$ cat src/rtl/stream_arbiter.sv
// Round-robin, packet-aware N:1 stream arbiter with a registered output stage.
// A winner keeps the grant until its last beat is accepted; priority rotates only on last beats.
module stream_arbiter #(
  parameter int N         = 4,
  parameter int WIDTH     = 32,
  parameter int SEL_WIDTH = 2
) (
  input  logic                 iCLK,
  input  logic                 iRST,
  input  logic [N-1:0]         iValid_AM,
  output logic [N-1:0]         oReady_AM,
  input  logic [N*WIDTH-1:0]   iData_AM,
  input  logic [N-1:0]         iLast_AM,
  output logic                 oValid_BM,
  input  logic                 iReady_BM,
  output logic [WIDTH-1:0]     oData_BM,
  output logic                 oLast_BM,
  output logic [SEL_WIDTH-1:0] oSel_BM,
  output logic                 oDbgLock,
  output logic [SEL_WIDTH-1:0] oDbgPtr,
  output logic [SEL_WIDTH-1:0] oDbgOwner
);

  // Handshake: a beat moves on any port in a cycle where valid and ready are both high at
  // the rising edge; producers hold valid/data until then, and ready never depends on the
  // producer's own valid except through priority selection in IDLE.
  typedef enum logic {
    IDLE = 1'b0,
    LOCK = 1'b1
  } state_t;

  state_t               r_state, w_state_nxt;
  logic [SEL_WIDTH-1:0] r_ptr, w_ptr_nxt;
  logic [SEL_WIDTH-1:0] r_owner, w_owner_nxt;

  logic                 w_ld;
  logic                 w_has;
  logic [SEL_WIDTH-1:0] w_winner;
  logic                 w_lo_found, w_hi_found;
  logic [SEL_WIDTH-1:0] w_lo_idx, w_hi_idx;
  logic [N-1:0]         w_ready;
  logic                 w_accept;
  logic [WIDTH-1:0]     w_acc_data;
  logic                 w_acc_last;

  assign w_ld = ~oValid_BM | iReady_BM;

  // Lowest valid index at or above ptr wins; otherwise the lowest valid index overall.
  always_comb begin
    w_lo_found = 1'b0;
    w_hi_found = 1'b0;
    w_lo_idx   = '0;
    w_hi_idx   = '0;
    for (int i = N - 1; i >= 0; i--) begin
      if (iValid_AM[i]) begin
        w_lo_found = 1'b1;
        w_lo_idx   = SEL_WIDTH'(i);
        if (SEL_WIDTH'(i) >= r_ptr) begin
          w_hi_found = 1'b1;
          w_hi_idx   = SEL_WIDTH'(i);
        end
      end
    end
    if (r_state == LOCK) begin
      w_has    = 1'b1;
      w_winner = r_owner;
    end else begin
      w_has    = w_lo_found;
      w_winner = w_hi_found ? w_hi_idx : w_lo_idx;
    end
  end

  always_comb begin
    w_ready    = '0;
    w_acc_data = '0;
    w_acc_last = 1'b0;
    for (int i = 0; i < N; i++) begin
      w_ready[i] = w_ld & w_has & (w_winner == SEL_WIDTH'(i));
      if (w_ready[i]) begin
        w_acc_data = iData_AM[i*WIDTH +: WIDTH];
        w_acc_last = iLast_AM[i];
      end
    end
  end

  assign w_accept  = |(w_ready & iValid_AM);
  // Reset gating is kept off the internal accept path so the reset only clears state.
  assign oReady_AM = w_ready & ~{N{iRST}};

  always_comb begin
    w_state_nxt = r_state;
    w_ptr_nxt   = r_ptr;
    w_owner_nxt = r_owner;
    if (w_accept) begin
      if (w_acc_last) begin
        w_state_nxt = IDLE;
        w_ptr_nxt   = (w_winner == SEL_WIDTH'(N - 1)) ? '0 : w_winner + 1'b1;
      end else begin
        w_state_nxt = LOCK;
        w_owner_nxt = w_winner;
      end
    end
  end

  always_ff @(posedge iCLK or posedge iRST) begin
    if (iRST) begin
      r_state <= IDLE;
      r_ptr   <= '0;
      r_owner <= '0;
    end else begin
      r_state <= w_state_nxt;
      r_ptr   <= w_ptr_nxt;
      r_owner <= w_owner_nxt;
    end
  end

  always_ff @(posedge iCLK or posedge iRST) begin
    if (iRST) begin
      oValid_BM <= 1'b0;
      oData_BM  <= '0;
      oLast_BM  <= 1'b0;
      oSel_BM   <= '0;
    end else if (w_ld) begin
      oValid_BM <= w_accept;
      if (w_accept) begin
        oData_BM <= w_acc_data;
        oLast_BM <= w_acc_last;
        oSel_BM  <= w_winner;
      end
    end
  end

  assign oDbgLock  = (r_state == LOCK);
  assign oDbgPtr   = r_ptr;
  assign oDbgOwner = r_owner;

endmodule

$ cat config.mk
export PLATFORM = sky130hd
export DESIGN_NAME = stream_arbiter
export DESIGN_NICKNAME = d
export VERILOG_FILES = /design/src/rtl/stream_arbiter.sv
export SDC_FILE = /design/constraint.sdc
export NUM_CORES = 1
export LEC_CHECK = 0
export ABC_AREA = 1
export BUFFER_PORTS_ARGS = -buffer_cell sky130_fd_sc_hd__buf_2
export CAP_MARGIN = 20
export CELL_PAD_IN_SITES_DETAIL_PLACEMENT = 1
export CELL_PAD_IN_SITES_GLOBAL_PLACEMENT = 1
export CORE_ASPECT_RATIO = 0.6
export CORE_MARGIN = 2
export CORE_UTILIZATION = 30
export CTS_BUF_LIST = sky130_fd_sc_hd__clkbuf_8
export CTS_CLUSTER_SIZE = 25
export DETAILED_ROUTE_END_ITERATION = 16
export GPL_ROUTABILITY_DRIVEN = 1
export PLACE_DENSITY = 0.94
export SYNTH_ARGS = -nofsm -noshare
export SYNTH_HDL_FRONTEND = slang
export SYNTH_SLANG_ARGS = --single-unit
export TNS_END_PERCENT = 5
$ cat constraint.sdc
create_clock -name iCLK -period 2.9 [get_ports iCLK]
set_input_delay 0.435 -clock iCLK [delete_from_list [all_inputs] [get_ports iCLK]]
set_output_delay 0.435 -clock iCLK [all_outputs]
set_load 0.05 [all_outputs]
==> summary.md <==
| Metric | Value |
|---|---|
| Status | `finished, final reports clean` |
| Mapped Cells | `634` |
| Root Driver | `clkbuf_8` |
| Fmax | `0.371 GHz` |
| Mean Syn Cell Area | `5.56 sq um` |
| Drc violations | `0` |
| Design area | `around 4700 sq um` |
| Clock share of power | `0.071` |
| Seq/Total Area, Yosys | `0.291` |
| Core Util, Final | `0.411` |
| Area contributors post-synth | `nand2_1, dfrtp_1, inv_1` |
| Fin nets | `953` |
| Final setup viols | `0` |
| RSZ-0062 raised after global routing | `true` |
| Die X | `144 microns` |
| Latest clock arrival within the worst-skew pair | `roughly 0.29 ns` |
| FF-to-FF path depth | `14` |
| Max Root-Sink Buffers | `2` |
| Pwr Total | `5.52 mW` |
| R2r setup slk | `0.31 ns` |
| Via density | `4.52` |
| Starting DRC count in detailed routing | `203` |
| VDD IR-drop max | `0.519 mV` |
| Sw Share | `0.610` |
| Sequential cell area | `approximately 1000 sq um` |
| Drt total wl | `between 10,000 and 15,000 microns` |
| Avg WL per Cell | `roughly 14 microns` |
| Min Tclk post-route | `2.70 ns` |
| CTS Hold Bufs | `0` |
| Vias in the first global route | `4,524` |
| Final period utilization | `0.930` |
| Internal power | `2.15 mW` |
| CTS Sinks | `around 40` |
| Post-CTS setup buffers | `0` |
| Crit. End Element | `output pin` |
| Final Max Slew Viols | `0` |
| All-Layer GR Usage | `0.229` |
| Rel. slew slack | `0.403` |
| Worst clock skew | `about 0.0045 ns` |
| Pleak | `around 3.1 nW` |
| Net Switching | `roughly 3.4 mW` |
| Footprint of the multi-input gates | `1930 sq um` |
| DR vias | `roughly 4,400` |
| Die height | `88.0 microns` |
| Reg power frac | `0.176` |
| Synth cell types | `26` |
| First-pass GRT wire length | `22,400 microns` |
| Critical Path RT | `2.47 ns` |
| Inserted Clock Buffers | `5` |
| Antenna violations before repair | `1` |
| Port-buffer cells | `183` |
| Worst-path maximum fanout | `6` |
| Crit start category | `register` |
| Ant. Diodes | `0` |
| Die footprint | `12,700 sq um` |
| CTS tree | `yes` |
| Tightest Pin Transition | `0.894 ns` |
| Mapped Nets | `777` |
| Logic pwr share | `0.753` |
| #FFs+latches synth | `41` |
| # resized after CTS | `0` |
| Site Rows | `30` |
| GPL Wtd Cong | `0.926` |
| Largest net degree at the start of global routing | `42` |
| Yosys warnings | `0` |
| Post-Syn Area | `3530 sq um` |
| Post-DRT Antenna Nets | `0` |
| Share of cells above drive strength 1 | `0.281` |
| Clock slew at reported path FFs | `0.08 ns` |
| Fillers | `1,648` |
| Pwr/cell area | `about 1200 nW/um^2` |
| Dpl cells | `963` |
| Dominant cell type by area after synthesis | `nand2_1` |
| Core area | `about 11,000 sq um` |
| I/O Pins | `184` |
| Estimated wirelength of the detail-placed design | `11,100 microns` |
| Grt ovf | `0` |
| Min-Delay Path Class | `input pin to async pin` |
| Non-Filler Instances | `970` |
| R2r startpoint | `oDbgLock` |
| H-Tree Depth | `2` |
| Starting density of the core | `0.310` |
| Critical path class | `register to output pin` |
| Top-area cell type share of the netlist area | `0.361` |
| Pre-antenna DRT Iters | `4` |
| Worst R2R End | `oDbgPtr[0]` |
| Max capacitance violation total | `0` |
| Area delta synth->final | `32.6%` |
| WP data arrival | `2.26 ns` |
| Hold Fails Final Rpt | `0` |
| DP Area | `4570 sq um` |
-- Yosys cell counts, drive strengths merged --
cell,instances
o21ai,5
ha,4
nand2,343
dfrtp,41
or2,1
a21oi,2
a211oi,1
nor3,2
buf,25
nand3,38
clkbuf,4
inv,106
nor2,53
nand4,9
-- worst max path at each step --
stage,start,to,slack (ns),cells after the start
floorplan,oDbgPtr[1],oReady_AM[2],-0.21,12
detailed placement,iValid_AM[2],oData_BM[22],0.05,16
finish,oDbgLock,oReady_AM[1],0.20,9
global route,oDbgPtr[1],oData_BM[3],-0.01,17
CTS,oDbgPtr[1],oReady_AM[2],0.06,11
global placement,iValid_AM[0],oData_BM[12],0.19,16
-- kinds of logic after synthesis --
| group | Yosys count | share of synthesized area |
|---|---|---|
| fa+ha+maj | 4 | 0.0142 |
| simple gates | 446 | 0.516 |
| flops | 41 | 0.291 |
| compound gates | 8 | 0.0121 |
| buf+inv | 135 | 0.167 |
-- power by group through the flow --
| stage | sequential (mW) | combinational, mW | clock (mW) |
|---|---|---|---|
| 6_report | 0.973 | 4.15 | 0.389 |
| 5_1_grt | 0.999 | 4.66 | 0.434 |
| 4_1_cts | 0.971 | 4.16 | 0.405 |
| 3_5_place_dp | 0.974 | 4.15 | 0 |
| 3_3_place_gp | 0.974 | 4.02 | 0 |
| 2_1_floorplan | 1.74 | 2.30 | 0 |
-- layout make-up --
| type | count | share of cell area |
|---|---|---|
| Sequential cell | 41 | 0.219 |
| Tap cell | 160 | 0.0428 |
| Clock buffer | 6 | 0.0177 |
| Multi-Input combinational cell | 458 | 0.412 |
| Clock inverter | 1 | 0.000803 |
| Inverter | 106 | 0.0857 |
| Timing Repair Buffer | 198 | 0.221 |
-- registers in the layout (all words and copies together), names as in the netlist --
register	count
oDbgOwner	2
oValid_BM	1
oDbgPtr	2
oSel_BM	2
oLast_BM	1
oDbgLock	1
oData_BM	32
-- cell usage in the layout, fill, tap and decap left out --
cell type / netlist / layout
nor2_1: 48 / 48
a211oi_1: 1 / 1
dfrtp_1: 41 / 41
nor2_8: 1 / 1
or2_2: 1 / 1
nor2_2: 2 / 2
ha_1: 4 / 2
nand3_2: 1 / 1
buf_4: 7 / 15
o21ai_1: 1 / 2
buf_2: 13 / 182
o21ai_0: 4 / 3
nor3_1: 2 / 1
nand2_4: 1 / 1
nand2_1: 339 / 338
nand3_4: 1 / 1
inv_1: 101 / 100
a21oi_2: 0 / 1
nand4_1: 9 / 9
inv_2: 4 / 6
nor2_4: 2 / 2
a21oi_1: 2 / 1
buf_6: 5 / 1
nand2_2: 3 / 4
clkbuf_8: 0 / 6
nand3_1: 36 / 36
ha_2: 0 / 2
nor3_2: 0 / 1
inv_4: 1 / 1
-- per-layer routing --
layer  part of all wire  track usage  vias to the layer above
met3              0.077       0.0645                       12
met4             0.0070       0.0339                        2
li1                   -            -                     2192
met2               0.43        0.380                      154
met1               0.48        0.306                     2026
met5            0.00079            0                        -
-- critical path: stages (launching register included) --
cell and delay, ns:
dfrtp_1 0.41, inv_1 0.19, nand2_1 0.08, a21oi_1 0.14, nand2_1 0.10, nand2_2 0.11
ha_1 0.32, inv_1 0.15, nor3_2 0.18, buf_2 0.28
-- metrics by stage --
step                setup slack, ns  setup TNS [ns]  hold WS [ns]
floorplan                    -0.207          -0.549         0.633
global placement              0.192               0         0.459
detailed placement           0.0454               0         0.464
CTS                          0.0637               0         0.421
global route               -0.00969         -0.0128         0.434
finish                        0.202               0         0.381
No activity file was read; power rests on OpenSTA's default activity.
